[src/rtl/act_lane_scheduler.sv]
`default_nettype none
// +--------------------------------------------------------------------------+
// | act_lane_scheduler: shares a 2-lane tanh unit between tanh and sigmoid   |
// | requesters with round-robin grant, tag pipe and credited output FIFOs.   |
// | Revision: 1.0                                                            |
// +--------------------------------------------------------------------------+
module act_lane_scheduler #(
  parameter int LAT   = 3,
  parameter int DEPTH = 4
) (
  input  logic        clk,
  input  logic        rst_n,
  input  logic        a_valid,
  output logic        a_ready,
  input  logic [15:0] a_x0,
  input  logic [15:0] a_x1,
  input  logic        a_pair,
  input  logic        s_valid,
  output logic        s_ready,
  input  logic [15:0] s_x0,
  input  logic [15:0] s_x1,
  input  logic        s_pair,
  output logic        ra_valid,
  input  logic        ra_ready,
  output logic [15:0] ra_y0,
  output logic [15:0] ra_y1,
  output logic        ra_pair,
  output logic        rs_valid,
  input  logic        rs_ready,
  output logic [15:0] rs_y0,
  output logic [15:0] rs_y1,
  output logic        rs_pair,
  output logic        t_valid,
  output logic [15:0] t_x0,
  output logic [15:0] t_x1,
  input  logic        t_valid_out,
  input  logic [15:0] t_y0,
  input  logic [15:0] t_y1,
  output logic        err
);

  localparam int CW = $clog2(DEPTH + 1);
  localparam int AW = $clog2(DEPTH);
  localparam logic [CW-1:0] FULL = CW'(DEPTH);

  logic [CW-1:0] cred_a, cred_s;
  logic          elig_a, elig_s, rr;
  logic          a_hs, s_hs, ra_hs, rs_hs;

  assign elig_a  = cred_a < FULL;
  assign elig_s  = cred_s < FULL;
  assign a_ready = rst_n && elig_a && (!s_valid || !elig_s || !rr);
  assign s_ready = rst_n && elig_s && (!a_valid || !elig_a ||  rr);
  assign a_hs    = a_valid && a_ready;
  assign s_hs    = s_valid && s_ready;
  assign ra_hs   = ra_valid && ra_ready;
  assign rs_hs   = rs_valid && rs_ready;

  always_ff @(posedge clk or negedge rst_n) begin
    if (!rst_n) begin
      rr     <= 1'b0;
      cred_a <= '0;
      cred_s <= '0;
    end else begin
      if (a_valid && s_valid && elig_a && elig_s) rr <= ~rr;
      case ({a_hs, ra_hs})
        2'b10:   cred_a <= cred_a + CW'(1);
        2'b01:   cred_a <= cred_a - CW'(1);
        default: ;
      endcase
      case ({s_hs, rs_hs})
        2'b10:   cred_s <= cred_s + CW'(1);
        2'b01:   cred_s <= cred_s - CW'(1);
        default: ;
      endcase
    end
  end

  // Sigmoid operands enter the unit halved, so tanh(x/2) comes back.
  always_ff @(posedge clk or negedge rst_n) begin
    if (!rst_n) begin
      t_valid <= 1'b0;
      t_x0    <= '0;
      t_x1    <= '0;
    end else begin
      t_valid <= a_hs || s_hs;
      if (a_hs) begin
        t_x0 <= a_x0;
        t_x1 <= a_pair ? a_x1 : 16'h0000;
      end else if (s_hs) begin
        t_x0 <= {s_x0[15], s_x0[15:1]};
        t_x1 <= s_pair ? {s_x1[15], s_x1[15:1]} : 16'h0000;
      end
    end
  end

  logic [LAT:0] tag_v, tag_s, tag_p;

  always_ff @(posedge clk or negedge rst_n) begin
    if (!rst_n) begin
      tag_v <= '0;
      tag_s <= '0;
      tag_p <= '0;
      err   <= 1'b0;
    end else begin
      tag_v <= {tag_v[LAT-1:0], a_hs || s_hs};
      tag_s <= {tag_s[LAT-1:0], s_hs};
      tag_p <= {tag_p[LAT-1:0], a_hs ? a_pair : s_pair};
      if (t_valid_out != tag_v[LAT]) err <= 1'b1;
    end
  end

  logic [16:0] sum0, sum1;
  logic [15:0] wb_y0, wb_y1;
  logic [32:0] wdata;
  logic [1:0]  push, pop, nonempty;
  logic [1:0][32:0] fifo_q;

  assign sum0  = {t_y0[15], t_y0} + 17'd2048;
  assign sum1  = {t_y1[15], t_y1} + 17'd2048;
  assign wb_y0 = tag_s[LAT] ? sum0[16:1] : t_y0;
  assign wb_y1 = tag_s[LAT] ? sum1[16:1] : t_y1;
  assign wdata = {wb_y0, wb_y1, tag_p[LAT]};
  assign push  = {tag_v[LAT] && tag_s[LAT], tag_v[LAT] && !tag_s[LAT]};
  assign pop   = {rs_hs, ra_hs};

  for (genvar g = 0; g < 2; g++) begin : g_fifo
    logic [32:0]   mem [DEPTH];
    logic [AW-1:0] wp, rp;
    logic [CW-1:0] cnt;

    always_ff @(posedge clk or negedge rst_n) begin
      if (!rst_n) begin
        wp  <= '0;
        rp  <= '0;
        cnt <= '0;
      end else begin
        if (push[g]) wp <= wp + AW'(1);
        if (pop[g])  rp <= rp + AW'(1);
        if (push[g] && !pop[g])      cnt <= cnt + CW'(1);
        else if (!push[g] && pop[g]) cnt <= cnt - CW'(1);
      end
    end

    always_ff @(posedge clk) begin
      if (push[g]) mem[wp] <= wdata;
    end

    assign nonempty[g] = cnt != '0;
    assign fifo_q[g]   = mem[rp];
  end

  assign ra_valid = nonempty[0];
  assign ra_y0    = fifo_q[0][32:17];
  assign ra_y1    = fifo_q[0][0] ? fifo_q[0][16:1] : 16'h0000;
  assign ra_pair  = fifo_q[0][0];
  assign rs_valid = nonempty[1];
  assign rs_y0    = fifo_q[1][32:17];
  assign rs_y1    = fifo_q[1][0] ? fifo_q[1][16:1] : 16'h0000;
  assign rs_pair  = fifo_q[1][0];

endmodule
`default_nettype wire

[config.mk]
export PLATFORM = sky130hd
export DESIGN_NAME = act_lane_scheduler
export DESIGN_NICKNAME = d
export VERILOG_FILES = /design/src/rtl/act_lane_scheduler.sv
export SDC_FILE = /design/constraint.sdc
export NUM_CORES = 1
export LEC_CHECK = 0
export CORE_AREA = 3 3 181 183
export DETAILED_ROUTE_END_ITERATION = 7
export DIE_AREA = 0 0 184 186
export DONT_BUFFER_PORTS = 1
export GPL_TIMING_DRIVEN = 0
export PLACE_DENSITY = 0.69
export SYNTH_ARGS = -nofsm -noshare
export SYNTH_HDL_FRONTEND = slang
export SYNTH_SLANG_ARGS = --single-unit
[constraint.sdc]
create_clock -name clk -period 3.3 [get_ports clk]
set_input_delay 0.66 -clock clk [delete_from_list [all_inputs] [get_ports clk]]
set_output_delay 0.66 -clock clk [all_outputs]
set_load 0.02 [all_outputs]
### Yosys cells after proc, flatten, opt, wreduce, memory -nomap -nowiden

Memories as Yosys holds them, arrays and structs flattened.
Index checks and enable logic that the tools add are counted.

| word-level totals | value |
|---|---|
| input port bits | 105 |
| bits in writable memories | 264 |
| bits in registers | 67 |
| logic and storage cells | 100 |
| output and inout bits | 104 |
| memories kept | 2 |

Memory list:

| memory | words | width | rd ports | clocked after Yosys merged registers in | write ports | line | text |
|---|---|---|---|---|---|---|---|
| g_fifo[0].mem | 4 | 33 | 1 | 0 | 1 | 128 | `logic [32:0] mem [DEPTH];` |
| g_fifo[1].mem | 4 | 33 | 1 | 0 | 1 | 128 |  |

| operators by class | value |
|---|---|
| add/sub/neg operators | 14 |
| magnitude comparators | 2 |
| equal/unequal tests | 5 |
| reductions and logical operators | 39 |
| multiplexer cells | 21 |
| bitwise gates (word level) | 1 |

Operators by type and width:

| cell | number |
|---|---|
| two-way mux 16 bit | 10 |
| adder 16 x 13 -> 17 bit (second input constant) | 2 |
| logical AND 1 bit | 17 |
| adder 3 x 1 -> 3 bit (second input constant) | 4 |
| two-way mux 3 bit | 4 |
| one-hot mux 3 bit (2 select lines) | 2 |
| subtractor 3 x 1 -> 3 bit (second input constant) | 4 |
| logical NOT 1 bit | 10 |
| nonzero test 2 bit | 5 |
| adder 2 x 1 -> 2 bit (second input constant) | 4 |
| less-than comparator 3 bit (second input constant) | 2 |
| nonzero test 3 bit | 2 |
| logical OR 1 bit | 5 |
| two-way mux 1 bit | 5 |
| equality test 2 x 1 -> 1 bit (second input constant) | 2 |
| equality test 2 bit (second input constant) | 2 |
| != test 1 bit | 1 |
| inverter 1 bit | 1 |

### Depth between registers and ports, before layout

Gate-level depths: netlist of the first run.

| depth | value |
|---|---|
| depth in word-level cells | 8 |
| mapped depth | 10 |
| depth with buffers taken out | 9 |

### Least setup slack after synthesis of the first run

Ideal clock, no wire load.

| path | value |
|---|---|
| path type | in2reg |
| start | in s_valid |
| end | reg cred_a[2] |
| data arrival time | 2.285 ns |
| stages on the path | 10 |
| slack | 0.888 ns |
| data required time | 3.173 ns |
| buffers on the path | 2 |
| library setup time | 0.127 ns |
| cells stage by stage | and3b_1 > clkbuf_1 > nor2_2 > inv_2 > buf_2 > ha_1 > fa_1 > xnor2_1 > nor2_1 > xor2_1 |

| between the ends | value |
|---|---|
| word-level cells in the longest chain between the ends | 7 |
| elaborated cells between the ends (all ways) | 9 |
| those cells by class | eq/ne (2); mux (1); reduce/logical (6) |

Ends and longest elaborated chain:

| what | line | text |
|---|---|---|
| from (decl) | 18 | `input logic s_valid,` |
| logical NOT 1 bit * | 52 | `assign a_ready = rst_n && elig_a && (!s_valid \|\| !elig_s \|\| !rr);` |
| logical OR 1 bit * (2 in a row) | 52 |  |
| logical AND 1 bit * | 52 |  |
| logical AND 1 bit * | 54 | `assign a_hs = a_valid && a_ready;` |
| equality test 2 x 1 -> 1 bit / equality test 2 bit (equally long branches) | 66 | `case ({a_hs, ra_hs})` |
| one-hot mux 3 bit (2 select lines) / nonzero test 2 bit (equally long branches) | n/a |  |
| to (signal assigned) | 67 | `2'b10: cred_a <= cred_a + CW'(1);` |
| to (signal assigned) | 68 | `2'b01: cred_a <= cred_a - CW'(1);` |
| to (decl) | 46 | `logic [CW-1:0] cred_a, cred_s;` |

Mark *: on every way between the ends. The rest lies on a longest branch, timed or not.
A chain may end at the register's enable or synchronous reset.

### Final worst setup path of the first run

| path | value |
|---|---|
| start | reg g_fifo[0].rp[1] |
| end | out ra_y1[7] |

| between the ends | value |
|---|---|
| word-level cells in the longest chain between the ends | 2 |

Ends and longest elaborated chain:

| what | line | text |
|---|---|---|
| from (decl) | 129 | `logic [AW-1:0] wp, rp;` |
| from (signal assigned) | 139 | `if (pop[g]) rp <= rp + AW'(1);` |
| memory read (4 x 33 bit) | n/a |  |
| two-way mux 16 bit | 155 | `assign ra_y1 = fifo_q[0][0] ? fifo_q[0][16:1] : 16'h0000;` |
| to (decl) | 26 | `output logic [15:0] ra_y1,` |

No other way between the ends.

==> impl_summary.txt, run 1 <==
----------------------------------------------------
[Status]
  Result of the run ... completed

[Finish]
  Number of non-filler instances in the completed layout ... 1195
  Final design instance area without fill ... 15300 um^2
  Commonest cells after routing, fill and taps aside ... sky130_fd_sc_hd__edfxtp_1 (264), sky130_fd_sc_hd__dfrtp_1 (66), sky130_fd_sc_hd__mux4_2 (64), sky130_fd_sc_hd__clkbuf_16 (35), sky130_fd_sc_hd__nor2b_1 (33)
  Count of fill cells added during filler insertion ... 2609
  Proportion of layout cells with a drive suffix above 1 ... 24.8%
  Number of nets in the layout ... 892
  Antenna diode count ... 0
  Signed area change from the synthesized netlist to the final layout ... 14.1%
  Most common cell after layout, fill and taps aside ... sky130_fd_sc_hd__edfxtp_1

[STA]
  Final setup fails ... 0
  Total count of max-transition violations in the final report ... 0
  Fmax ... 324 MHz
  Slew @ Worst Pin ... 857 ps
  Post-Route Hold Slack ... 23.2 ps
  Final Hold Fails ... 0
  Final period utilization ... 93.6%
  RSZ-0062 raised after global routing ... no
  Clock skew ... 19.4 ps
  Setup TNS Final ... 0 ps
  Worst rel slew slack ... 42.2%
  Tmin final ... 3090 ps

[Clocking]
  CTS Root Cell ... sky130_fd_sc_hd__clkbuf_16
  CTS clk-pin slew, worst paths ... 60 ps
  Number of setup buffers added after CTS ... 0
  H-Tree Depth ... 2
  Sinks on the clock net ... 330
  TritonCTS Buffers ... 35
  Clock tree from TritonCTS ... built
  Skew-Pair Late Insertion Delay ... 510 ps
  Maximum count of clock buffers along a single path ... 3

[Die]
  Initial core utilization ... 42.6%
  Area of the core ... 31400 um^2
  Die Area ... 34200 um^2
  Die height ... 186 um
  Die span in x ... 184 um
  Std-Cell Rows ... 65
  # IOs ... 209

[Flow run]
  Max-Cap Viols ... 0

[Critical path]
  Worst endpoint data arrival time ... 2430 ps
  Maximum fanout encountered on the critical timing path ... 10
  Required time worst endpoint ... 2640 ps
  Launching element type of the critical path ... flop
  Endpoint kind of the worst setup timing path ... primary output
  CP Class ... flop to primary output

[GRT]
  Initial antenna violation count ... 0
  Wire length of the first global-routing pass ... 42700 um
  Number of global-route vias before repair ... 6896
  GR Util All Layers ... 16.6%
  GRT overflow ... 0
  Largest net degree at the start of global routing ... 67

[Detailed routing]
  Average via count per standard cell ... 5.67
  DRT iter0 DRCs ... 461
  Routed via count ... 6778
  Drt drc ... 0
  WL per Instance ... 23.9 um
  Total detailed-routing wirelength ... 28500 um
  Antenna Nets Post-Route ... 0
  DR pass1 iterations ... 5

[Yosys]
  Leading post-synthesis cells by cell area ... sky130_fd_sc_hd__edfxtp_1 (59%), sky130_fd_sc_hd__dfrtp_1 (12%), sky130_fd_sc_hd__mux4_2 (11%)
  Post-synth top area share ... 59.3%
  Area of the mapped netlist ... 13400 um^2
  Average size of a mapped cell ... 18.5 um^2
  Synthesized netlist net count ... 846
  Netlist cell types ... 46
  Gate count after technology mapping ... 723
  Yosys warnings ... 0
  Cell accounting for the most synthesized area ... sky130_fd_sc_hd__edfxtp_1
  Flip-flop and latch count after synthesis ... 330
  Post-synthesis sequential area ratio ... 71.7%
  Flip-flop cell with the highest count after synthesis ... sky130_fd_sc_hd__edfxtp_1
  Number of flops mapped to enable cells by yosys ... 264
  Share of flip-flops with an asynchronous set or reset after synthesis ... 20.0%

[Min path]
  Min-delay worst type ... input port to async pin

[Placement]
  Half-perimeter wire length after placement ... 18900 um
  Number of instances in the placed design ... 1133
  Number of buffers inserted by port buffering ... 0
  Final weighted congestion in routability-driven placement ... 0.829
  Area post-placement ... 14000 um^2

[Power and ir drop]
  Power density over the cells ... 893 nW/um^2
  Static leakage ... 5.27 nW
  Max VDD drop ... 0.000338 V
  Post-layout power ... 0.0136 W

----------------------------------------------------
logic make-up after synthesis:
kind of cell | after synthesis | share of synthesized area [%]
xor+xnor | 22 | 1.44
compound gates | 66 | 3.44
buf+inv | 59 | 2.04
fa+ha+maj | 18 | 1.91
simple gates | 132 | 6.07
mux | 96 | 13.4
flops | 330 | 71.7
cell usage after synthesis (3+ instances only):
library cell and instances:
sky130_fd_sc_hd__mux4_2 64, sky130_fd_sc_hd__ha_1 14, sky130_fd_sc_hd__xor2_1 10, sky130_fd_sc_hd__and2_1 4, sky130_fd_sc_hd__nand2_1 12, sky130_fd_sc_hd__xnor2_1 12, sky130_fd_sc_hd__dfrtp_1 66, sky130_fd_sc_hd__or3b_2 10
sky130_fd_sc_hd__a221o_1 16, sky130_fd_sc_hd__fa_1 4, sky130_fd_sc_hd__a21oi_1 6, sky130_fd_sc_hd__mux2i_1 5, sky130_fd_sc_hd__nand2b_1 4, sky130_fd_sc_hd__edfxtp_1 264, sky130_fd_sc_hd__buf_2 12, sky130_fd_sc_hd__mux2_2 27
sky130_fd_sc_hd__nor2_1 11, sky130_fd_sc_hd__nor3_1 14, sky130_fd_sc_hd__or3b_1 5, sky130_fd_sc_hd__nand3_1 5, sky130_fd_sc_hd__o21ai_0 21, sky130_fd_sc_hd__buf_4 5, sky130_fd_sc_hd__inv_1 19, sky130_fd_sc_hd__and3_1 18
sky130_fd_sc_hd__nor2b_1 33, sky130_fd_sc_hd__a31oi_1 14, sky130_fd_sc_hd__nand3b_1 3, sky130_fd_sc_hd__clkbuf_1 16
flip-flops by register name, summed over array words and instances, names as in the netlist:
register	flops
g_fifo.cnt	6
t_x1	16
cred_a	3
g_fifo.mem	264
g_fifo.wp	4
tag_p	4
g_fifo.rp	4
tag_s	4
rr	1
t_x0	16
tag_v	4
cred_s	3
err	1
critical path, stage by stage (launching register included):
cell and delay [ps]:
sky130_fd_sc_hd__dfrtp_1 310, sky130_fd_sc_hd__buf_2 280, sky130_fd_sc_hd__clkbuf_1 550, sky130_fd_sc_hd__mux4_2 330
sky130_fd_sc_hd__nor2b_1 450
layout make-up:
cell class,instances,area (um^2),share of cell area [%]
buffer,39,198,1.30
tap,402,503,3.30
timing repair buffer,9,195,1.28
clock inverter,21,287,1.88
sequential,330,9580,62.8
multi-input combinational,334,3530,23.1
clock buffer,40,895,5.86
inverter,20,75.1,0.492
metal layers:
layer	vias up	global-route usage [%]	share of wire, %
met2	293	28.2	50
met5	-	0	0
li1	2945	-	-
met1	3501	21.4	39
met4	0	4.29	2.0
met3	39	4.55	8.5
stage by stage:
step	worst slack (ps)	util [%]
4_1_cts	146	48.6
5_1_grt	104	48.6
2_1_floorplan	888	-
3_5_place_dp	684	44.8
3_3_place_gp	219	44.2
6_report	212	48.6
final timing paths:
kind | from | end | cells after the start | slack, ps
worst max-delay path | g_fifo[0].rp[1] | ra_y1[7] | 4 | 210
worst min-delay path | rst_n | g_fifo[1].wp[0] | 1 | 20
worst max register to register | tag_s[3] | g_fifo[1].cnt[2] | 9 | 770
worst min register to register | tag_p[1] | tag_p[2] | 0 | 350
max in group asynchronous | rst_n | t_x1[6] | 1 | 2990
min in group clk | t_valid_out | err | 2 | 290
report_power, final:
part	internal, W	total (W)	switching [W]
logic	0.00149	0.00385	0.00236
registers	0.00520	0.00578	0.000580
clock network	0.00243	0.00399	0.00156
total	0.00912	0.0136	0.00450
repair_timing:
| action | CTS | global route |
|---|---|---|
| hold buffers | 1 | 0 |
| endpoints found under the hold margin | 66 | 0 |
| resized for setup | 0 | 0 |
Power figures use the tool's default switching activity.
==> inputs of run 2 (changes only) <==
--- a/config.mk
+++ b/config.mk
@@ -5,12 +5,14 @@
 export SDC_FILE = /design/constraint.sdc
 export NUM_CORES = 1
 export LEC_CHECK = 0
+export BUFFER_PORTS_ARGS = -buffer_cell sky130_fd_sc_hd__clkbuf_2
+export CAP_MARGIN = 20
 export CORE_AREA = 3 3 181 183
 export DETAILED_ROUTE_END_ITERATION = 7
 export DIE_AREA = 0 0 184 186
-export DONT_BUFFER_PORTS = 1
 export GPL_TIMING_DRIVEN = 0
-export PLACE_DENSITY = 0.69
+export PLACE_DENSITY = 0.75
+export SLEW_MARGIN = 20
 export SYNTH_ARGS = -nofsm -noshare
 export SYNTH_HDL_FRONTEND = slang
 export SYNTH_SLANG_ARGS = --single-unit
==> run 2 against run 1 <==
Combinational power is 24% higher. Core utilization is 3.4 points higher. Die area stayed put. Final cell count is 18% higher. Clock power hardly changed.
==> impl_summary.txt, run 2 (same netlist as run 1, synthesis figures left out) <==
----------------------------------------------------
[GRT]
  Largest net degree at the start of global routing ... 42 (-37%)
  Wire length of the first global-routing pass ... 43700 um (+2.3%)
  GR Util All Layers ... 16.8% (+0.20 points)
  GRT overflow ... 0 (unchanged)
  Number of global-route vias before repair ... 7657 (+11%)
  Initial antenna violation count ... 1 (+1)

[Status]
  Result of the run ... completed

[STA]
  Total count of max-transition violations in the final report ... 0 (unchanged)
  Tmin final ... 3060 ps (-29.0 ps)
  Slew @ Worst Pin ... 873 ps (+15.5 ps)
  Fmax ... 327 MHz (+0.95%)
  RSZ-0062 raised after global routing ... no
  Clock skew ... 27.4 ps (+8.03 ps)
  Final setup fails ... 0 (unchanged)
  Final period utilization ... 92.7% (-0.88 points)
  Worst rel slew slack ... 41.2% (-1.0 points)
  Final Hold Fails ... 0 (unchanged)

[Clocking]
  Total of hold buffers inserted after clock tree synthesis ... 0 (-1)
  TritonCTS Buffers ... 36 (+2.9%)
  H-Tree Depth ... 2 (unchanged)
  Skew-Pair Late Insertion Delay ... 530 ps (+20 ps)
  Sinks on the clock net ... 330 (unchanged)
  Clock tree from TritonCTS ... built
  Maximum count of clock buffers along a single path ... 3 (unchanged)
  Resized cells post-CTS ... 0 (unchanged)
  Number of setup buffers added after CTS ... 0 (unchanged)
  CTS Root Cell ... sky130_fd_sc_hd__clkbuf_16
  CTS clk-pin slew, worst paths ... 60 ps (about the same)

[Placement]
  Final weighted congestion in routability-driven placement ... 0.829 (about the same)
  Half-perimeter wire length after placement ... 19700 um (+4.3%)
  Area post-placement ... 15100 um^2 (+7.7%)
  Number of buffers inserted by port buffering ... 206 (+206)
  Number of instances in the placed design ... 1340 (+18%)

[Finish]
  Final design instance area without fill ... 16300 um^2 (+7.0%)
  Number of non-filler instances in the completed layout ... 1406 (+18%)
  Proportion of layout cells with a drive suffix above 1 ... 40.5% (+16 points)
  Most flops, register ... g_fifo.mem
  Largest register FFs ... 264 (unchanged)
  Final core utilization ... 52.0% (+3.4 points)
  Commonest cells after routing, fill and taps aside ... sky130_fd_sc_hd__edfxtp_1 (264), sky130_fd_sc_hd__clkbuf_2 (207), sky130_fd_sc_hd__dfrtp_1 (66), sky130_fd_sc_hd__mux4_2 (64), sky130_fd_sc_hd__clkbuf_16 (36)
  Number of nets in the layout ... 1098 (+23%)
  Most common cell after layout, fill and taps aside ... sky130_fd_sc_hd__edfxtp_1
  Signed area change from the synthesized netlist to the final layout ... 22.1%
  Leading registers by flop count ... g_fifo.mem: 264 flops, t_x0: 16 flops, t_x1: 16 flops

[Die]
  # IOs ... 209 (unchanged)
  Die Area ... 34200 um^2 (unchanged)
  Die span in x ... 184 um (unchanged)
  Die height ... 186 um (unchanged)
  Std-Cell Rows ... 65 (unchanged)
  Initial core utilization ... 42.6% (unchanged)
  Area of the core ... 31400 um^2 (unchanged)

[Critical path]
  Peak per-stage delay on the critical path ... 590 ps (+40 ps)
  Count of cells along the worst register-to-register path ... 8 (-1)
  Worst endpoint data arrival time ... 2400 ps (-30 ps)
  Maximum fanout encountered on the critical timing path ... 10 (unchanged)
  CP Class ... flop to primary output
  Launching element type of the critical path ... flop
  Worst flop-to-flop path startpoint ... cred_s[2]
  Slack of the worst reg-to-reg path ... 800 ps (+30 ps)
  Endpoint kind of the worst setup timing path ... primary output
  Required time worst endpoint ... 2640 ps (about the same)
  Highest-delay cell along the critical path ... sky130_fd_sc_hd__clkbuf_1
  Cells along the critical path ... buf_2, clkbuf_1, mux4_2, nor2b_1, clkbuf_2
  Worst reg2reg endpoint ... cred_a[1]

[Power and ir drop]
  Power density over the cells ... 871 nW/um^2 (-2.4%)
  Static leakage ... 6.16 nW (+17%)
  Max VDD drop ... 0.000511 V (+51%)

[Detailed routing]
  WL per Instance ... 20.5 um (-14%)
  DRT iter0 DRCs ... 502 (+8.9%)
  Drt drc ... 0 (unchanged)
  Antenna Nets Post-Route ... 0 (unchanged)
  Average via count per standard cell ... 5.29 (-6.8%)
  DR pass1 iterations ... 5 (unchanged)
  Total detailed-routing wirelength ... 28800 um (+0.95%)
  Routed via count ... 7433 (+9.7%)

[Min path]
  Min-delay worst type ... input port to async pin

[Flow run]
  Max-Cap Viols ... 0 (unchanged)

----------------------------------------------------
-- run 2: worst max path at each step --
stage / from / endpoint / slack (ps) / depth (start not counted)
2_1_floorplan: s_valid / cred_a[2] / 890 / 10
3_3_place_gp: rst_n / cred_a[2] / -940 / 10
3_5_place_dp: rst_n / cred_a[2] / 240 / 10
4_1_cts: g_fifo[1].rp[1] / rs_y1[12] / 160 / 6
5_1_grt: g_fifo[0].rp[1] / ra_y1[7] / 130 / 5
6_report: g_fifo[0].rp[1] / ra_y1[7] / 240 / 5
-- run 2: stage by stage --
stage	setup slack, ps	power (W)	hold slack, ps	TNS (ps)
after floorplan	888	0.00878	331	0
after global placement	-937	0.0103	337	-4470
after detailed placement	240	0.0104	335	0
after CTS	160	0.0144	106	0
after global routing	126	0.0150	129	0
final	241	0.0142	108	0
-- run 2: final cells by class --
type                            instances  area [um^2]
Antenna cell                            1         2.50
Buffer                                 38          194
Clock inverter                         22          236
Clock buffer                           44          961
Inverter                               20         75.1
Multi-Input combinational cell        334         3530
Fill cell                            2568        15100
Tap cell                              402          503
Timing Repair Buffer                  215         1240
Sequential cell                       330         9580
-- run 2: routing by layer --
metal  global-route usage [%]  up-vias  share of wire (%)
met5                        0        -                  0
met4                     5.11        0                2.4
met3                     3.65       49                7.5
met2                     28.7      326                 49
met1                     21.8     3697                 41
li1                         -     3361                  -
-- run 2: critical path: cells and delay by family, from the launching register on --
kind / cells / cell delay [ps]
buffers and inverters: 3 / 990
flip-flops: 1 / 320
multiplexers: 1 / 430
AND/OR/NAND/NOR: 1 / 150
-- run 2: report_power, final --
group / total, W / internal (W) / switching (W)
Combinational: 0.00476 / 0.00195 / 0.00281
Clock: 0.00396 / 0.00234 / 0.00162
Sequential: 0.00550 / 0.00520 / 0.000296
Total: 0.0142 / 0.00950 / 0.00472
